[src/rtl/block_xfer_pkg.sv]
// rtl/block_xfer_pkg.sv - shared types and constants for the block-transfer engine
package block_xfer_pkg;

    typedef enum logic [2:0] {
        TII = 3'd0,
        TDD = 3'd1,
        TIN = 3'd2,
        TIA = 3'd3,
        TAI = 3'd4
    } xfer_mode_t;

    typedef enum logic [1:0] {
        IDLE = 2'd0,
        RD   = 2'd1,
        LAT  = 2'd2,
        WR   = 2'd3
    } xfer_state_t;

    typedef enum logic [1:0] {
        STEP_INC  = 2'd0,
        STEP_DEC  = 2'd1,
        STEP_HOLD = 2'd2,
        STEP_ALT  = 2'd3
    } ptr_step_t;

    localparam logic [2:0] MODE_MAX = 3'd4;

    function automatic ptr_step_t src_step(input xfer_mode_t m);
        case (m)
            TDD:     return STEP_DEC;
            TAI:     return STEP_ALT;
            default: return STEP_INC;
        endcase
    endfunction

    function automatic ptr_step_t dst_step(input xfer_mode_t m);
        case (m)
            TDD:     return STEP_DEC;
            TIN:     return STEP_HOLD;
            TIA:     return STEP_ALT;
            default: return STEP_INC;
        endcase
    endfunction

endpackage

[src/rtl/xfer_ptr.sv]
// rtl/xfer_ptr.sv - one transfer address pointer (base, current, alternate toggle)
module xfer_ptr
    import block_xfer_pkg::*;
#(
    parameter int ADDR_W = 16
) (
    input  logic              i_clk,
    input  logic              i_rst,
    input  logic              i_load,
    input  logic [ADDR_W-1:0] i_base,
    input  logic              i_step,
    input  ptr_step_t         i_step_mode,
    output logic [ADDR_W-1:0] o_addr
);

    localparam logic [ADDR_W-1:0] ONE = 1;

    logic [ADDR_W-1:0] r_base;
    logic [ADDR_W-1:0] r_cur;
    logic              r_tog;
    logic [ADDR_W-1:0] w_next;
    logic              w_tog_next;

    // Alternate mode bounces between base and base+1, tracked by r_tog
    always_comb begin
        w_next     = r_cur;
        w_tog_next = r_tog;
        case (i_step_mode)
            STEP_INC: w_next = r_cur + ONE;
            STEP_DEC: w_next = r_cur - ONE;
            STEP_ALT: begin
                w_tog_next = ~r_tog;
                w_next     = r_tog ? r_base : r_base + ONE;
            end
            default: w_next = r_cur;
        endcase
    end

    always_ff @(posedge i_clk) begin
        if (i_rst) begin
            r_base <= '0;
            r_cur  <= '0;
            r_tog  <= 1'b0;
        end else if (i_load) begin
            r_base <= i_base;
            r_cur  <= i_base;
            r_tog  <= 1'b0;
        end else if (i_step) begin
            r_cur  <= w_next;
            r_tog  <= w_tog_next;
        end
    end

    // While stepping, expose the stepped address so the caller can register it this edge
    assign o_addr = i_step ? w_next : r_cur;

endmodule

[src/rtl/block_xfer.sv]
// rtl/block_xfer.sv - block-transfer bus initiator, read/latch/write per byte
module block_xfer
    import block_xfer_pkg::*;
#(
    parameter int ADDR_W = 16,
    parameter int DATA_W = 8,
    parameter int LEN_W  = 16
) (
    input  logic              i_clk,
    input  logic              i_rst,
    input  logic              i_start,
    input  logic [2:0]        i_mode,
    input  logic [ADDR_W-1:0] i_src,
    input  logic [ADDR_W-1:0] i_dst,
    input  logic [LEN_W-1:0]  i_len,
    output logic [ADDR_W-1:0] o_mem_addr,
    output logic [DATA_W-1:0] o_mem_wdata,
    output logic              o_mem_we,
    input  logic [DATA_W-1:0] i_mem_rdata,
    output logic              o_busy,
    output logic              o_done
);

    localparam logic [LEN_W:0] REM_ONE  = 1;
    localparam logic [LEN_W:0] REM_FULL = {1'b1, {LEN_W{1'b0}}};

    xfer_state_t       r_state;
    xfer_state_t       w_state_nxt;
    xfer_mode_t        r_mode;
    logic [LEN_W:0]    r_remain;
    logic [LEN_W:0]    w_remain_nxt;
    logic [ADDR_W-1:0] r_addr;
    logic [ADDR_W-1:0] w_addr_nxt;
    logic [DATA_W-1:0] r_wdata;
    logic [DATA_W-1:0] w_wdata_nxt;
    logic              r_we;
    logic              w_we_nxt;
    logic              r_busy;
    logic              w_busy_nxt;
    logic              r_done;
    logic              w_done_nxt;

    logic              w_accept;
    logic              w_last;
    logic              w_step;
    logic [ADDR_W-1:0] w_src_addr;
    logic [ADDR_W-1:0] w_dst_addr;

    assign w_accept = (r_state == IDLE) && i_start && (i_mode <= MODE_MAX);
    assign w_last   = (r_remain == REM_ONE);
    assign w_step   = (r_state == WR);

    xfer_ptr #(.ADDR_W(ADDR_W)) u_src_ptr (
        .i_clk       (i_clk),
        .i_rst       (i_rst),
        .i_load      (w_accept),
        .i_base      (i_src),
        .i_step      (w_step),
        .i_step_mode (src_step(r_mode)),
        .o_addr      (w_src_addr)
    );

    xfer_ptr #(.ADDR_W(ADDR_W)) u_dst_ptr (
        .i_clk       (i_clk),
        .i_rst       (i_rst),
        .i_load      (w_accept),
        .i_base      (i_dst),
        .i_step      (w_step),
        .i_step_mode (dst_step(r_mode)),
        .o_addr      (w_dst_addr)
    );

    always_ff @(posedge i_clk) begin
        if (i_rst) begin
            r_state <= IDLE;
        end else begin
            r_state <= w_state_nxt;
        end
    end

    always_comb begin
        w_state_nxt = r_state;
        case (r_state)
            IDLE:    if (w_accept) w_state_nxt = RD;
            RD:      w_state_nxt = LAT;
            LAT:     w_state_nxt = WR;
            WR:      w_state_nxt = w_last ? IDLE : RD;
            default: w_state_nxt = IDLE;
        endcase
    end

    always_comb begin
        w_addr_nxt   = r_addr;
        w_wdata_nxt  = r_wdata;
        w_we_nxt     = 1'b0;
        w_busy_nxt   = r_busy;
        w_done_nxt   = 1'b0;
        w_remain_nxt = r_remain;
        case (r_state)
            IDLE: begin
                if (w_accept) begin
                    w_addr_nxt   = i_src;
                    w_busy_nxt   = 1'b1;
                    w_remain_nxt = (i_len == '0) ? REM_FULL : {1'b0, i_len};
                end
            end
            LAT: begin
                w_wdata_nxt = i_mem_rdata;
                w_addr_nxt  = w_dst_addr;
                w_we_nxt    = 1'b1;
            end
            WR: begin
                w_remain_nxt = r_remain - REM_ONE;
                if (w_last) begin
                    w_busy_nxt = 1'b0;
                    w_done_nxt = 1'b1;
                end else begin
                    w_addr_nxt = w_src_addr;
                end
            end
            default: ;
        endcase
    end

    always_ff @(posedge i_clk) begin
        if (i_rst) begin
            r_mode   <= TII;
            r_remain <= '0;
            r_addr   <= '0;
            r_wdata  <= '0;
            r_we     <= 1'b0;
            r_busy   <= 1'b0;
            r_done   <= 1'b0;
        end else begin
            if (w_accept) begin
                r_mode <= xfer_mode_t'(i_mode);
            end
            r_remain <= w_remain_nxt;
            r_addr   <= w_addr_nxt;
            r_wdata  <= w_wdata_nxt;
            r_we     <= w_we_nxt;
            r_busy   <= w_busy_nxt;
            r_done   <= w_done_nxt;
        end
    end

    assign o_mem_addr  = r_addr;
    assign o_mem_wdata = r_wdata;
    assign o_mem_we    = r_we;
    assign o_busy      = r_busy;
    assign o_done      = r_done;

endmodule

[config.mk]
export PLATFORM = sky130hd
export DESIGN_NAME = block_xfer
export DESIGN_NICKNAME = d
export VERILOG_FILES = /design/src/rtl/block_xfer_pkg.sv /design/src/rtl/xfer_ptr.sv /design/src/rtl/block_xfer.sv
export SDC_FILE = /design/constraint.sdc
export NUM_CORES = 1
export LEC_CHECK = 0
export ABC_AREA = 1
export CAP_MARGIN = 20
export CORE_ASPECT_RATIO = 0.75
export CORE_MARGIN = 1
export CORE_UTILIZATION = 50
export CTS_CLUSTER_SIZE = 20
export DETAILED_ROUTE_END_ITERATION = 7
export PLACE_DENSITY = 0.82
export SYNTH_ARGS = -nofsm -noshare
export SYNTH_HDL_FRONTEND = slang
export SYNTH_SLANG_ARGS = --single-unit
[constraint.sdc]
create_clock -name i_clk -period 2.6 [get_ports i_clk]
set_input_delay 0.26 -clock i_clk [delete_from_list [all_inputs] [get_ports i_clk]]
set_output_delay 0.26 -clock i_clk [all_outputs]
set_load 0.05 [all_outputs]
==> impl_metrics.tcl <==
set metrics [dict create \
    outcome "finished, final reports clean" \
    port_buffers 88 \
    antenna_violating_nets_post_route 0 \
    cp_data_arrival_time_ns 2.72 \
    clock.fmax_mhz 412 \
    clk_path_buf_depth 2 \
    grt_overflow_total 0 \
    muxShareOfSynthArea_pct 0 \
    synth_compound_area_share_pct 19.1 \
    cp.required_ns 2.90 \
    final_nets 1492 \
    detailed_place_hpwl_um 19300 \
    clock_pin_slew_of_the_registers_on_the_worst_case_setup_and_hold_paths_ns 0.06 \
    synthesized_area_fraction_occupied_by_adder_cells_pct 5.90 \
    wl_met2_um 10400 \
    slew_violations 0 \
    first_pass_grt_wire_length_um 42200 \
    critPathBufInv 4 \
    dieHeight_um 112 \
    power.leakage_nw 4.47 \
    route.detailed.drc 0 \
    first_iter_violations 918 \
    synth_top_area_cell "dfxtp_1" \
    clk_root_buffer_cell "clkbuf_16" \
    power.switching_fraction_pct 46.3 \
    unrepaired_setup_endpoints_after_global_routing "yes" \
    synth.distinct_cells 47 \
    internal_power_mw 5.01 \
    ios 89 \
    synthTopCellsByArea "dfxtp_1 28%, nand2_1 17%, inv_1 7.6%, o21ai_0 7.2%, nand3_1 6.7%" \
    hold_viol_final 0 \
    wl_um 26100 \
    regToRegStartpoint "r_mode[0]$_SDFFE_PP0P_" \
    power_per_unit_of_standard_cell_area_nw_per_um2 955 \
    layout_min_cycle_time_ns 2.42 \
    netlist.area_leader.share_pct 28.4 \
    grt_total_usage_pct 32.3 \
    fin_setup_tns_ns 0 \
    post_cts.resized_instances 0 \
    synth-async-reset-ratio_pct 0 \
    area.growth.synth_to_final_pct 20.6 \
    tritoncts_buffer_count 17 \
    detail_route.first_pass.iterations 5 \
    dpl.cell_count 1579 \
    yosys.area_share.simple_pct 34.3 \
    critical_path.top_delay_family "simple AND/OR/NAND/NOR gates" \
    min_delay_path_depth 3 \
    cpMostUsedCell "inv_1" \
    grt_max_degree 48 \
    setup_viol_count_final 0 \
    cts_max_level 4 \
    setup.worst_path.class "flip-flop to flip-flop" \
    grt_antenna_before_repair 0 \
    post_cts_buffers 0 \
    ctsHoldBuffers 0 \
    critPathMaxFanout 14 \
    mappedNetlistNets 1410 \
    initial_utilization_pct 52.2 \
    worstPathCellList "inv_1 > nor2_2 > nand2_2 > inv_1 > buf_8 > ha_2 > nand2_1 > inv_1 > a21oi_1 > nand2_2 > or2_2 > nand3_1 > o21ai_0 > nand2_1 > o21ai_0" \
    via_count_of_the_first_global_routing_pass 8260 \
    postSynthCellCount 1311 \
    seq_area_frac_synth_pct 28.4 \
    critPathCaptureType "flip-flop" \
    regToRegSetupSlack_ns 0.18 \
    die_outline_area_um2 16700 \
    dr_wl_met3_um 3380 \
    hold_path_startpoint "i_mem_rdata[2]" \
    cp-start-kind "flip-flop" \
    antenna_cells 0 \
    cap_viol_max_count 0 \
    vdd.ir_drop.worst_uv 685 \
    viasPerCell 5.71 \
    final-instance-count-excl-fill 1611 \
    drt-wirelength-per-cell_um 16.2 \
    cts_tree "built" \
    ys_top_cells_by_count "366 x nand2_1, 164 x inv_1, 116 x o21ai_0" \
    comb_power_share_pct 48.2 \
    synth_xor_xnor_area_share_pct 1.51 \
    clock_power_share_pct 24.1 \
    synth_edf_count 0 \
    gp_congestion 0.949 \
    period_share_pct 93.2 \
    synthesis_warnings 0 \
    r2r-end "u_src_ptr.r_cur[7]$_SDFFE_PP0P_" \
    maxUsedRoutingLayer "met4" \
    seqPwrFrac_pct 27.7 \
    syn-mean-instance-area_um2 6.18 \
    clkLatencyLatePin_ns 0.43 \
    holdPathEnd "o_mem_wdata[2]$_SDFFE_PP0P_" \
    syn_area_um2 8100 \
    worst_slew_pin_slew_ns 0.701 \
    numClockSinks 115 \
    switching_power_mw 4.32 \
    slowest_delay_ns 0.33 \
    timing.reg2reg.worst_path_depth 15 \
    via_count 9192 \
    maxSlewHeadroom_pct 53.2 \
    fp.coreArea_um2 15500 \
    postSynthRegisterBits 115 \
    synthMostInstantiatedCell "nand2_1" \
    rows 39 \
    crit_path_top_delay_cell "dfxtp_1" \
    fp.dieW_um 149 \
    clock_skew_ns 0.00967 \
    layout-drive-gt1-share_pct 7.40 \
    dominant_combinational_cell_family_by_area_after_synthesis "simple AND/OR/NAND/NOR gates" \
    wirelength_met1_um 11700 \
    yosys_most_used_dff "dfxtp_1" \
    hold_class "input port to flip-flop" \
]
## how the worst max path moves through the flow
stage / start / endpoint / slack [ns] / cells after the start
after floorplan: r_mode[0]$_SDFFE_PP0P_ / u_src_ptr.r_cur[7]$_SDFFE_PP0P_ / 0.33 / 14
after global placement: r_mode[0]$_SDFFE_PP0P_ / u_src_ptr.r_cur[7]$_SDFFE_PP0P_ / 0.18 / 15
after detailed placement: r_mode[0]$_SDFFE_PP0P_ / u_src_ptr.r_cur[7]$_SDFFE_PP0P_ / 0.11 / 15
after CTS: r_mode[0]$_SDFFE_PP0P_ / u_src_ptr.r_cur[7]$_SDFFE_PP0P_ / 0.07 / 15
after global routing: r_mode[0]$_SDFFE_PP0P_ / u_src_ptr.r_cur[7]$_SDFFE_PP0P_ / -0.05 / 15
final: r_mode[0]$_SDFFE_PP0P_ / u_src_ptr.r_cur[7]$_SDFFE_PP0P_ / 0.18 / 15
## cells in the final DEF, fill, tap and decap left out, drive strengths merged, types with 7 or more instances in the layout
| cell | n |
|---|---|
| nand4 | 19 |
| a31oi | 11 |
| clkdlybuf4s50 | 88 |
| o211ai | 7 |
| xor2 | 13 |
| nand3 | 112 |
| clkbuf | 18 |
| clkinv | 7 |
| nor2 | 119 |
| o22ai | 22 |
| nand2 | 371 |
| dfxtp | 115 |
| o21ai | 128 |
| a21oi | 92 |
| buf | 22 |
| ha | 35 |
| nor3 | 12 |
| inv | 176 |
## power groups by stage
stage,sequential (mW),clock [mW],combinational (mW)
final,2.58,2.25,4.50
after floorplan,2.91,0,2.84
after detailed placement,2.59,0,4.36
after global placement,2.59,0,4.32
after global routing,2.62,2.35,4.98
after CTS,2.56,2.26,4.41
## state kept, by name, indices dropped and copies added (netlist names), 2 cells and up
register,cells
u_dst_ptr.r_base,16
r_state,2
r_remain,17
r_mode,3
u_src_ptr.r_cur,16
o_mem_addr,16
u_dst_ptr.r_cur,16
u_src_ptr.r_base,16
o_mem_wdata,8
## layer usage
metal  global-route usage, %  vias to the layer above
li1                        -                     4483
met1                    47.1                     4077
met2                    45.7                      562
met3                    8.46                       70
met4                    10.7                        0
met5                       0                        -
## cell type report
| type | count | area, um^2 |
|---|---|---|
| clock buffers | 18 | 429 |
| clock inverters | 14 | 128 |
| fillers | 1444 | 5750 |
| inverters | 174 | 656 |
| multi-input cells | 975 | 4940 |
| flip-flops and latches | 115 | 2300 |
| well taps | 205 | 256 |
| repair buffers | 110 | 1060 |
## logic make-up (layout without fill, tap and decap cells)
| family | count (synthesis) | in the layout |
|---|---|---|
| fa+ha+maj | 37 | 37 |
| compound gates | 274 | 274 |
| xor+xnor | 14 | 14 |
| simple gates | 650 | 650 |
| buf+inv | 221 | 316 |
| flops | 115 | 115 |
## tightest hold or removal path: stages
cell	delay (ns)
clkdlybuf4s50_1	0.39
nor2_1	0.10
nor2_1	0.05
## metrics by stage
stage	power (mW)	util (%)	hold WS, ns	instance area, um^2	worst slack, ns
after global routing	9.95	63.0	0.429	9770	-0.0451
final	9.33	63.0	0.417	9770	0.176
after floorplan	5.75	-	0.395	8100	0.328
after CTS	9.23	62.8	0.411	9740	0.0724
after global placement	6.91	59.2	0.454	9180	0.185
after detailed placement	6.96	59.2	0.468	9180	0.106
No activity file was read; power rests on OpenSTA's default activity.
